==> src/rtl/ct_stream_packer.sv <==
// Ciphertext packer: fetches the u and v polynomial coefficients, compresses each one,
// packs the compressed values little-endian and streams the result out as bytes.
module ct_stream_packer #(
    parameter int KYBER_K = 2,
    parameter int KYBER_N = 256,
    parameter int KYBER_Q = 3329,
    parameter int DU      = 10,
    parameter int DV      = 4,
    parameter int COEF_W  = 12,
    parameter int RD_LAT  = 1,
    parameter int ADDR_W  = $clog2((KYBER_K + 1) * KYBER_N)
) (
    input  logic              clk,
    input  logic              rst,
    input  logic              start,
    output logic              busy,
    output logic              done,
    output logic              rd_en,
    output logic [ADDR_W-1:0] rd_addr,
    input  logic [COEF_W-1:0] rd_data,
    output logic [7:0]        o_byte,
    output logic              o_valid,
    output logic              o_last,
    input  logic              i_ready
);

    localparam int POLY_W = $clog2(KYBER_K + 1);
    localparam int IDX_W  = $clog2(KYBER_N);
    localparam int TOTAL  = (KYBER_K * KYBER_N * DU + KYBER_N * DV) / 8;
    localparam int BCNT_W = $clog2(TOTAL + 1);
    localparam int WAIT_W = (RD_LAT > 1) ? $clog2(RD_LAT) : 1;

    typedef enum logic [2:0] {
        S_IDLE,
        S_FETCH,
        S_WAIT,
        S_MERGE,
        S_DRAIN,
        S_DONE
    } state_t;

    state_t              state_q, state_d;
    logic [23:0]         acc_q, acc_d;
    logic [4:0]          cnt_q, cnt_d;
    logic [POLY_W-1:0]   poly_q, poly_d;
    logic [IDX_W-1:0]    idx_q, idx_d;
    logic [BCNT_W-1:0]   bcnt_q, bcnt_d;
    logic [WAIT_W-1:0]   wait_q, wait_d;
    logic                fin_q, fin_d;

    logic [4:0]          d_cur;
    logic [31:0]         comp_num;
    logic [31:0]         comp_c;

    always_ff @(posedge clk or posedge rst) begin
        if (rst) begin
            state_q <= S_IDLE;
            acc_q   <= '0;
            cnt_q   <= '0;
            poly_q  <= '0;
            idx_q   <= '0;
            bcnt_q  <= '0;
            wait_q  <= '0;
            fin_q   <= 1'b0;
        end else begin
            state_q <= state_d;
            acc_q   <= acc_d;
            cnt_q   <= cnt_d;
            poly_q  <= poly_d;
            idx_q   <= idx_d;
            bcnt_q  <= bcnt_d;
            wait_q  <= wait_d;
            fin_q   <= fin_d;
        end
    end

    // Exact rounding division by the constant modulus; the final mask gives the mod 2^d wrap.
    always_comb begin
        d_cur    = (poly_q == POLY_W'(KYBER_K)) ? 5'(DV) : 5'(DU);
        comp_num = (32'(rd_data) << d_cur) + 32'(KYBER_Q / 2);
        comp_c   = (comp_num / 32'(KYBER_Q)) & ((32'd1 << d_cur) - 32'd1);
    end

    always_comb begin
        state_d = state_q;
        acc_d   = acc_q;
        cnt_d   = cnt_q;
        poly_d  = poly_q;
        idx_d   = idx_q;
        bcnt_d  = bcnt_q;
        wait_d  = wait_q;
        fin_d   = fin_q;
        rd_en   = 1'b0;
        o_valid = 1'b0;
        o_last  = 1'b0;
        done    = 1'b0;
        busy    = (state_q != S_IDLE) && (state_q != S_DONE);

        case (state_q)
            S_IDLE: begin
                if (start) begin
                    acc_d   = '0;
                    cnt_d   = '0;
                    poly_d  = '0;
                    idx_d   = '0;
                    bcnt_d  = '0;
                    fin_d   = 1'b0;
                    state_d = S_FETCH;
                end
            end
            S_FETCH: begin
                rd_en  = 1'b1;
                wait_d = '0;
                if (RD_LAT > 1) state_d = S_WAIT;
                else            state_d = S_MERGE;
            end
            S_WAIT: begin
                wait_d = wait_q + WAIT_W'(1);
                if (wait_q == WAIT_W'(RD_LAT - 2)) state_d = S_MERGE;
            end
            S_MERGE: begin
                acc_d = acc_q | 24'(comp_c << cnt_q);
                cnt_d = cnt_q + d_cur;
                if (idx_q == IDX_W'(KYBER_N - 1)) begin
                    idx_d = '0;
                    if (poly_q == POLY_W'(KYBER_K)) fin_d = 1'b1;
                    else                            poly_d = poly_q + POLY_W'(1);
                end else begin
                    idx_d = idx_q + IDX_W'(1);
                end
                state_d = S_DRAIN;
            end
            S_DRAIN: begin
                // Whole bytes leave before the next fetch, so no read is issued while cnt >= 8.
                if (cnt_q >= 5'd8) begin
                    o_valid = 1'b1;
                    o_last  = (bcnt_q == BCNT_W'(TOTAL - 1));
                    if (i_ready) begin
                        acc_d  = acc_q >> 8;
                        cnt_d  = cnt_q - 5'd8;
                        bcnt_d = bcnt_q + BCNT_W'(1);
                    end
                end else if (fin_q) begin
                    state_d = S_DONE;
                end else begin
                    state_d = S_FETCH;
                end
            end
            S_DONE: begin
                done    = 1'b1;
                state_d = S_IDLE;
            end
            default: state_d = S_IDLE;
        endcase
    end

    assign o_byte  = acc_q[7:0];
    assign rd_addr = ADDR_W'(poly_q) * ADDR_W'(KYBER_N) + ADDR_W'(idx_q);

endmodule

==> config.mk <==
export PLATFORM = sky130hd
export DESIGN_NAME = ct_stream_packer
export DESIGN_NICKNAME = d
export VERILOG_FILES = /design/src/rtl/ct_stream_packer.sv
export SDC_FILE = /design/constraint.sdc
export NUM_CORES = 1
export LEC_CHECK = 0
export ABC_CLOCK_PERIOD_IN_PS = 13700
export BUFFER_PORTS_ARGS = -buffer_cell sky130_fd_sc_hd__buf_2
export CELL_PAD_IN_SITES_DETAIL_PLACEMENT = 2
export CELL_PAD_IN_SITES_GLOBAL_PLACEMENT = 2
export CORE_AREA = 2 2 152 154
export DETAILED_ROUTE_END_ITERATION = 8
export DIE_AREA = 0 0 154 156
export PLACE_DENSITY_LB_ADDON = 0.1
export RECOVER_POWER = 50
export SYNTH_ARGS = -nofsm -noshare
export SYNTH_HDL_FRONTEND = slang
export SYNTH_SLANG_ARGS = --single-unit
==> constraint.sdc <==
create_clock -name clk -period 13.7 [get_ports clk]
set_input_delay 2.74 -clock clk [delete_from_list [all_inputs] [get_ports clk]]
set_output_delay 2.74 -clock clk [all_outputs]
set_load 0.01 [all_outputs]
==> impl_metrics.toml, run 1 <==
[clock_network]
htree_levels = 2
path_clk_slew_ns = 0.07
cts_inserted_buffers = 5
cts_tree = "built"
root_buffer = "clkbuf_16"
cts_max_path_buffers = 2
clock-sinks = 53
worstSkewPairLatency_ns = 0.30
hold_buffers = 0

[synthesis]
synth.distinct_cells = 116
synth_top_cell_area_share = 0.159
ys_seq_area_frac = 0.159
yosys_warnings = 0
synthFlopType = "dfrtp_1"
yosysMostFrequentCell = "nand2_1"
yosys-top-cells-area = "dfrtp_1 16%, nand2_1 5.9%, xnor2_1 5.3%"
synth_edf_count = 0
yosys.area.top_type = "dfrtp_1"
mappedNetlistArea_mm2 = 0.00833
synth_common_cells = "130 x nand2_1, 113 x nor2_1, 83 x a21oi_1"
syn-instance-count = 1131
ys_ff_latch = 53
synth_nets = 1159
post_synth.cell_area_avg_um2 = 7.36
synthArstFlopShare = 1.00

[worst_hold_path]
min_path_type = "reg2reg"

[place]
gp_congestion = 0.906
dp_cells = 1508
detailed_place_hpwl_um = 26600
port_buffers = 38
place_area_mm2 = 0.00941
dp_slack_ns = -0.496

[timing]
relSlewSlack = -1.06
fmax_mhz = 74.4
hold_viol_final = 0
skew_ns = 0.00514
period_minus_slack_ns = 13.44
tightest_slew_ns = 3.09
period_share = 0.981
maxSlewViolCount = 54
setup_viol = 0
finalWorstSetupSlack_ns = 0.256

[worst_setup_path]
cp_common_cell = "buf_4"
crit_buf_inv = 6
critPathMaxFanout = 13
end_kind = "flip-flop"
worstSetupStartpointType = "input port"
cp_top_family = "compound AO/OA/AOI/OAI gates"
slowest_stage = "or4_1"
worstSetupPathType = "in2reg"
arrival_ns = 13.63
slowest_delay_ns = 0.53
worstPathRequired_ns = 13.88

[detailed_routing]
viasPerCell = 6.19
drtIter0Drc = 546
ant_nets = 0
via_count = 9533
drc = 0
wl_per_cell_um = 22.7
dr.pass1.iters = 4
wirelength_um = 34900

[outcome]
violations = "capacitance limit, slew limit"
status = "complete, but fails checks"

[job]
drv_cap = 1

[cells_and_area]
final_nets = 1280
area_growth_pct = 23.1
layout-drive-gt1-share = 0.256
stdcell_count = 1539
fin_area_mm2 = 0.0103
n_fill_cell = 2574

[global_routing]
grt_pass1_vias = 9948
overflow = 0
grt_first_pass_wirelength_um = 54200
grt_usage = 0.273
grt_max_degree = 54
antenna_found_initial = 3

[die]
num_io_pins = 39
die_w_um = 154
fp-row-count = 55
die_h_um = 156
dieArea_mm2 = 0.0240
start_util = 0.372
coreArea_mm2 = 0.0224
-- timing repair --
action | 4_1_cts | 5_1_grt
setup endpoints to repair | 20 | 24
resized for setup | 5 | 100
pin swaps | 0 | 21
hold endpoints to repair | 0 | 0
buffers inserted | 0 | 22
-- metrics by stage --
| step | utilization | TNS (ns) | hold WS (ns) |
|---|---|---|---|
| 2_1_floorplan | - | 0 | 0.442 |
| 3_3_place_gp | 0.421 | -1.75 | 0.467 |
| 3_5_place_dp | 0.421 | -8.60 | 0.475 |
| 4_1_cts | 0.429 | 0 | 0.491 |
| 5_1_grt | 0.458 | -3.94 | 0.536 |
| 6_report | 0.458 | 0 | 0.485 |
-- cells by family after synthesis --
kind of cell / Yosys count / synth area share
flops: 53 / 0.159
xor+xnor: 82 / 0.0935
fa+ha+maj: 14 / 0.0204
compound gates: 403 / 0.358
buf+inv: 72 / 0.0394
other cells: 2 / 0.000902
simple gates: 473 / 0.285
mux: 32 / 0.0436
-- registers in the layout (all words and copies together) (netlist names) --
register and cells:
acc_q 24, bcnt_q 10, idx_q 8, cnt_q 4
state_q 3, poly_q 2, fin_q 1, wait_q 1
-- path summary, 6_finish.rpt --
kind	end	startpoint	slack, ns	depth (start not counted)
worst max-delay path	acc_q[11]$_DFFE_PP0P_	rd_data[4]	0.26	46
worst min-delay path	acc_q[19]$_DFFE_PP0P_	acc_q[19]$_DFFE_PP0P_	0.49	2
worst max register to register	acc_q[11]$_DFFE_PP0P_	poly_q[0]$_DFFE_PP0P_	1.64	47
worst min register to register	acc_q[19]$_DFFE_PP0P_	acc_q[19]$_DFFE_PP0P_	0.49	2
max in group asynchronous	acc_q[2]$_DFFE_PP0P_	rst	8.32	3
min in group asynchronous	state_q[1]$_DFFE_PP0P_	rst	3.61	3
-- cells in the final DEF, fill, tap and decap left out, types with 32 or more instances in the layout --
cell	instances
nand2_1	127
nand3_1	37
nor2_1	110
buf_4	126
dfrtp_1	53
o21ai_0	53
a21oi_1	71
buf_2	32
xnor2_1	47
-- metal layers --
metal,track usage,up-vias,wire [µm],share of wire
met3,0.0297,55,921,0.026
li1,-,4492,-,-
met4,0.0338,2,663,0.019
met1,0.375,4847,16200,0.46
met2,0.477,137,17100,0.49
met5,0,-,13,0.00037
-- cell type report --
type | count | area (µm²) | share of cell area
Multi-Input combinational cell | 1006 | 7210 | 0.703
Sequential cell | 53 | 1330 | 0.129
Timing Repair Buffer | 165 | 1130 | 0.110
Tap cell | 285 | 357 | 0.0348
Clock buffer | 6 | 139 | 0.0135
Inverter | 21 | 78.8 | 0.00769
Clock inverter | 1 | 7.51 | 0.000732
Antenna cell | 2 | 5.00 | 0.000488
-- worst reg2reg max path: cells and delay by family, from the launching register on --
family / cells / cell delay [ns]
and+or+nand+nor: 11 / 2.62
adders and majority gates: 3 / 1.08
buffers and inverters: 7 / 1.39
xor gates and xnor gates: 4 / 0.93
AOI/OAI and AO/OA: 20 / 4.93
muxes: 2 / 0.62
DFF: 1 / 0.42
Power of run 1 is not shown: default switching activity piles up to over one toggle a cycle in this logic, so the estimate is an artifact.
==> run 2: changes to the inputs <==
Settings changed: REMOVE_ABC_BUFFERS from default to 1.
==> run 2 against run 1 <==
- the flow still finishes with violations (capacitance limit, slew limit)
- routed wire length fell by 3.7%
- register-to-register slack got worse by 0.05 ns
- worst setup slack improved by 0.057 ns
==> impl_metrics.toml, run 2 (synthesized netlist as in run 1, its figures left out) <==
[cells_and_area]
largest_reg_flops = 24
top_register = "acc_q"
layout_common_cells = "128 x nand2_1, 109 x nor2_1, 101 x buf_4"
layout-drive-gt1-share = 0.241
area_growth_pct = 21.3
reg.largest.list = "acc_q x24, bcnt_q x10, idx_q x8"
fin_area_mm2 = 0.0101
final_nets = 1257
final_util = 0.452
n_fill_cell = 2594
final_common_cell = "nand2_1"

[timing]
tightest_slew_ns = 3.07
setup_viol = 0
skew_ns = 0.00564
maxSlewViolCount = 54
hold_viol_final = 0
period_share = 0.977
relSlewSlack = -1.05
period_minus_slack_ns = 13.39
fmax_mhz = 74.7

[clock_network]
clock-sinks = 53
cts_inserted_buffers = 5
cts_tree = "built"
worstSkewPairLatency_ns = 0.30
path_clk_slew_ns = 0.07
htree_levels = 2
hold_buffers = 0
cts_max_path_buffers = 2
root_buffer = "clkbuf_16"

[die]
coreArea_mm2 = 0.0224
dieArea_mm2 = 0.0240
die_w_um = 154
die_h_um = 156
fp-row-count = 55
start_util = 0.372
num_io_pins = 39

[place]
place_area_mm2 = 0.00924
port_buffers = 38
detailed_place_hpwl_um = 25300
gp_congestion = 0.833

[worst_setup_path]
end_kind = "flip-flop"
slowest_delay_ns = 0.44
r2r_start = "poly_q[0]$_DFFE_PP0P_"
rrSetupSlack_ns = 1.59
slowest_stage = "or4_1"
reg2reg_depth = 45
crit_start = "rd_data[3]"
worstSetupPathType = "in2reg"
arrival_ns = 13.58
critPathMaxFanout = 14
cp_common_cell = "buf_4"
worstPathRequired_ns = 13.89
worstSetupStartpointType = "input port"

[job]
drv_cap = 1

[outcome]
violations = "capacitance limit, slew limit"
status = "complete, but fails checks"

[global_routing]
grt_pass1_vias = 9521
grt_first_pass_wirelength_um = 51500
antenna_found_initial = 1
grt_max_degree = 54
grt_usage = 0.259
overflow = 0

[detailed_routing]
via_count = 9392
ant_nets = 0
drc = 0
drtIter0Drc = 487
wl_per_cell_um = 22.2
wirelength_um = 33600
viasPerCell = 6.20
dr.pass1.iters = 5

[worst_hold_path]
min_path_type = "reg2reg"
hp-start = "acc_q[19]$_DFFE_PP0P_"
hold_depth = 2
-- run 2: final timing paths --
check / end
hold reg to reg: acc_q[19]$_DFFE_PP0P_
hold / removal: acc_q[19]$_DFFE_PP0P_
setup / recovery: acc_q[18]$_DFFE_PP0P_
setup reg to reg: acc_q[18]$_DFFE_PP0P_
max in group asynchronous: acc_q[18]$_DFFE_PP0P_
min in group asynchronous: bcnt_q[5]$_DFFE_PP0P_
-- run 2: worst max-delay path: cells and delay by family --
| family | cells | cell delay, ns |
|---|---|---|
| simple gates | 14 | 3.57 |
| xor+xnor | 2 | 0.30 |
| compound gates | 19 | 4.58 |
| buf+inv | 10 | 1.78 |
| mux | 3 | 0.55 |
-- run 2: final cells by class --
cell class	count	area (µm²)	area share
Multi-Input combinational cell	1007	7230	0.716
Sequential cell	53	1330	0.131
Timing Repair Buffer	141	965	0.0955
Tap cell	285	357	0.0353
Clock buffer	7	133	0.0131
Inverter	21	78.8	0.00780
Clock inverter	1	7.51	0.000743
Antenna cell	1	2.50	0.000248
-- run 2: per-layer routing --
| metal | part of all wire | global-route usage | wire, µm |
|---|---|---|---|
| met1 | 0.48 | 0.360 | 16100 |
| met2 | 0.49 | 0.448 | 16400 |
| met3 | 0.021 | 0.0217 | 712 |
| met4 | 0.011 | 0.0392 | 380 |
| met5 | 0 | 0 | 0 |
-- run 2: stage by stage --
stage / hold WS (ns) / setup TNS (ns) / setup WS [ns] / cells
after floorplan: 0.442 / 0 / 0.490 / 1080
after global placement: 0.455 / -0.0813 / -0.0438 / 1485
after detailed placement: 0.475 / -4.11 / -0.345 / 1485
after CTS: 0.491 / 0 / 0.0109 / 1493
after global routing: 0.547 / -2.46 / -0.208 / 1515
final: 0.494 / 0 / 0.313 / 1516
-- run 2: what timing repair did --
item,in CTS,in global routing
gates cloned,0,1
setup buffers,0,21
setup endpoints to repair,5,24
pin swaps,0,29
gates resized for setup,4,107
Power of run 2 is left out for the same reason.
==> run 3: changes to the inputs <==
Settings changed: ABC_CLOCK_PERIOD_IN_PS 13700 to 16000, CORE_AREA 2 2 152 154 to 2 2 148 150, DIE_AREA 0 0 154 156 to 0 0 150 152.
Clock period 13.7 ns to 16 ns, I/O delays scaled along.
==> run 3 against run 2 <==
- the flow still finishes with violations (capacitance limit, slew limit)
- die area shrank 5.1%
- via count shrank 4.4%
- routed wire length shrank 7.8%
- first-iteration DRC count shrank 28%
- register-to-register slack gained 1.1 ns
- global-route usage grew 1.0 points
- non-clock buffer count shrank 90
- critical path depth shrank 5
- hold slack lost 0.0044 ns
- final cell count shrank 6.4%
==> impl_metrics.toml, run 3 (synthesized netlist as in run 1, its figures left out) <==
[clock_network]
path_clk_slew_ns = 0.08
hold_buffers = 0
cts_inserted_buffers = 5
worstSkewPairLatency_ns = 0.31
clock-sinks = 53
root_buffer = "clkbuf_16"
htree_levels = 2
cts_tree = "built"
cts_max_path_buffers = 2

[cells_and_area]
largest_reg_flops = 24
top_register = "acc_q"
final_nets = 1166
insertedDiodeCount = 0
layout_common_cells = "130 x nand2_1, 113 x nor2_1, 83 x a21oi_1"
stdcell_count = 1419
reg.largest.list = "acc_q x24, bcnt_q x10, idx_q x8"
final_common_cell = "nand2_1"
area_growth_pct = 6.91
final_util = 0.417
layout-drive-gt1-share = 0.119
n_fill_cell = 2545

[die]
coreArea_mm2 = 0.0214
num_io_pins = 39
die_w_um = 150
dieArea_mm2 = 0.0228
fp-row-count = 54
die_h_um = 152
start_util = 0.390

[worst_setup_path]
reg2reg_to = "acc_q[18]$_DFFE_PP0P_"
r2r_start = "poly_q[0]$_DFFE_PP0P_"
cp.depth = 43
crit_start = "rd_data[2]"
critPathMaxFanout = 13
worstSetupStartpointType = "input port"
reg2reg_depth = 44
rrSetupSlack_ns = 2.72
worstPathRequired_ns = 16.16
slowest_delay_ns = 0.56
crit_buf_inv = 3
worstSetupPathType = "in2reg"
setup.worst_path.end = "acc_q[18]$_DFFE_PP0P_"
arrival_ns = 15.30
slowest_stage = "or4_1"
end_kind = "flip-flop"
cp_top_family = "compound AO/OA/AOI/OAI gates"

[timing]
fmax_mhz = 66.0
tightest_slew_ns = 3.05
period_share = 0.946
finalSetupTns_ns = 0
period_minus_slack_ns = 15.14
relSlewSlack = -1.03
skew_ns = 0.00672
hold_viol_final = 0
setup_viol = 0
maxSlewViolCount = 54

[outcome]
status = "complete, but fails checks"
violations = "capacitance limit, slew limit"

[detailed_routing]
via_count = 8978
drtIter0Drc = 353
dr.pass1.iters = 5
wirelength_um = 31000
viasPerCell = 6.33
drc = 0
wl_per_cell_um = 21.8
ant_nets = 0

[global_routing]
grt_max_degree = 54
overflow = 0
antenna_found_initial = 0
grt_usage = 0.269
grt_pass1_vias = 9410
grt_first_pass_wirelength_um = 50900

[place]
gp_congestion = 0.854
port_buffers = 38
dp_cells = 1409
detailed_place_hpwl_um = 24500

[job]
drv_cap = 1

[worst_hold_path]
min_path_type = "reg2reg"
[run 3: final cells by class]
type / count / area, µm² / area share
inverters: 21 / 78.8 / 0.00885
clock buffers: 5 / 125 / 0.0141
well taps: 280 / 350 / 0.0394
multi-input cells: 1006 / 6700 / 0.753
repair buffers: 51 / 277 / 0.0311
flip-flops and latches: 53 / 1330 / 0.149
clock inverters: 3 / 43.8 / 0.00492
[run 3: per-stage QoR]
step | hold WS (ns) | instance area, µm² | worst slack, ns
3_3_place_gp | 0.457 | 8700 | 0.785
2_1_floorplan | 0.442 | 8080 | 2.33
3_5_place_dp | 0.478 | 8700 | 0.394
5_1_grt | 0.533 | 8900 | -0.0516
4_1_cts | 0.490 | 8870 | 0.684
6_report | 0.489 | 8900 | 0.860
[run 3: metal layers]
| layer | wire length [µm] | up-vias | track usage |
|---|---|---|---|
| met5 | 0 | - | 0 |
| li1 | - | 4274 | - |
| met1 | 14600 | 4565 | 0.369 |
| met2 | 15500 | 114 | 0.472 |
| met3 | 595 | 25 | 0.0216 |
| met4 | 345 | 0 | 0.0341 |
[run 3: worst min path at each step]
stage | start | endpoint | depth (start not counted)
CTS | acc_q[19]$_DFFE_PP0P_ | acc_q[19]$_DFFE_PP0P_ | 2
floorplan | acc_q[19]$_DFFE_PP0P_ | acc_q[19]$_DFFE_PP0P_ | 2
detailed placement | acc_q[19]$_DFFE_PP0P_ | acc_q[19]$_DFFE_PP0P_ | 2
finish | acc_q[19]$_DFFE_PP0P_ | acc_q[19]$_DFFE_PP0P_ | 2
global route | acc_q[19]$_DFFE_PP0P_ | acc_q[19]$_DFFE_PP0P_ | 2
global placement | acc_q[19]$_DFFE_PP0P_ | acc_q[19]$_DFFE_PP0P_ | 2
[run 3: worst reg2reg max path: cells and delay by family (launching register included)]
family	cells	cell delay, ns
AND/OR/NAND/NOR	12	3.40
multiplexers	2	0.73
flip-flops	1	0.43
adder cells (fa/ha/maj)	2	0.89
buffers and inverters	3	0.46
XOR/XNOR	5	1.55
AO/OA/AOI/OAI	20	5.68
[run 3: timing repair]
item                                    in CTS  in global routing
gates resized for setup                      0                  5
endpoints found under the setup margin       0                 24
buffers inserted                             0                  2
Power of run 3 is left out for the same reason.
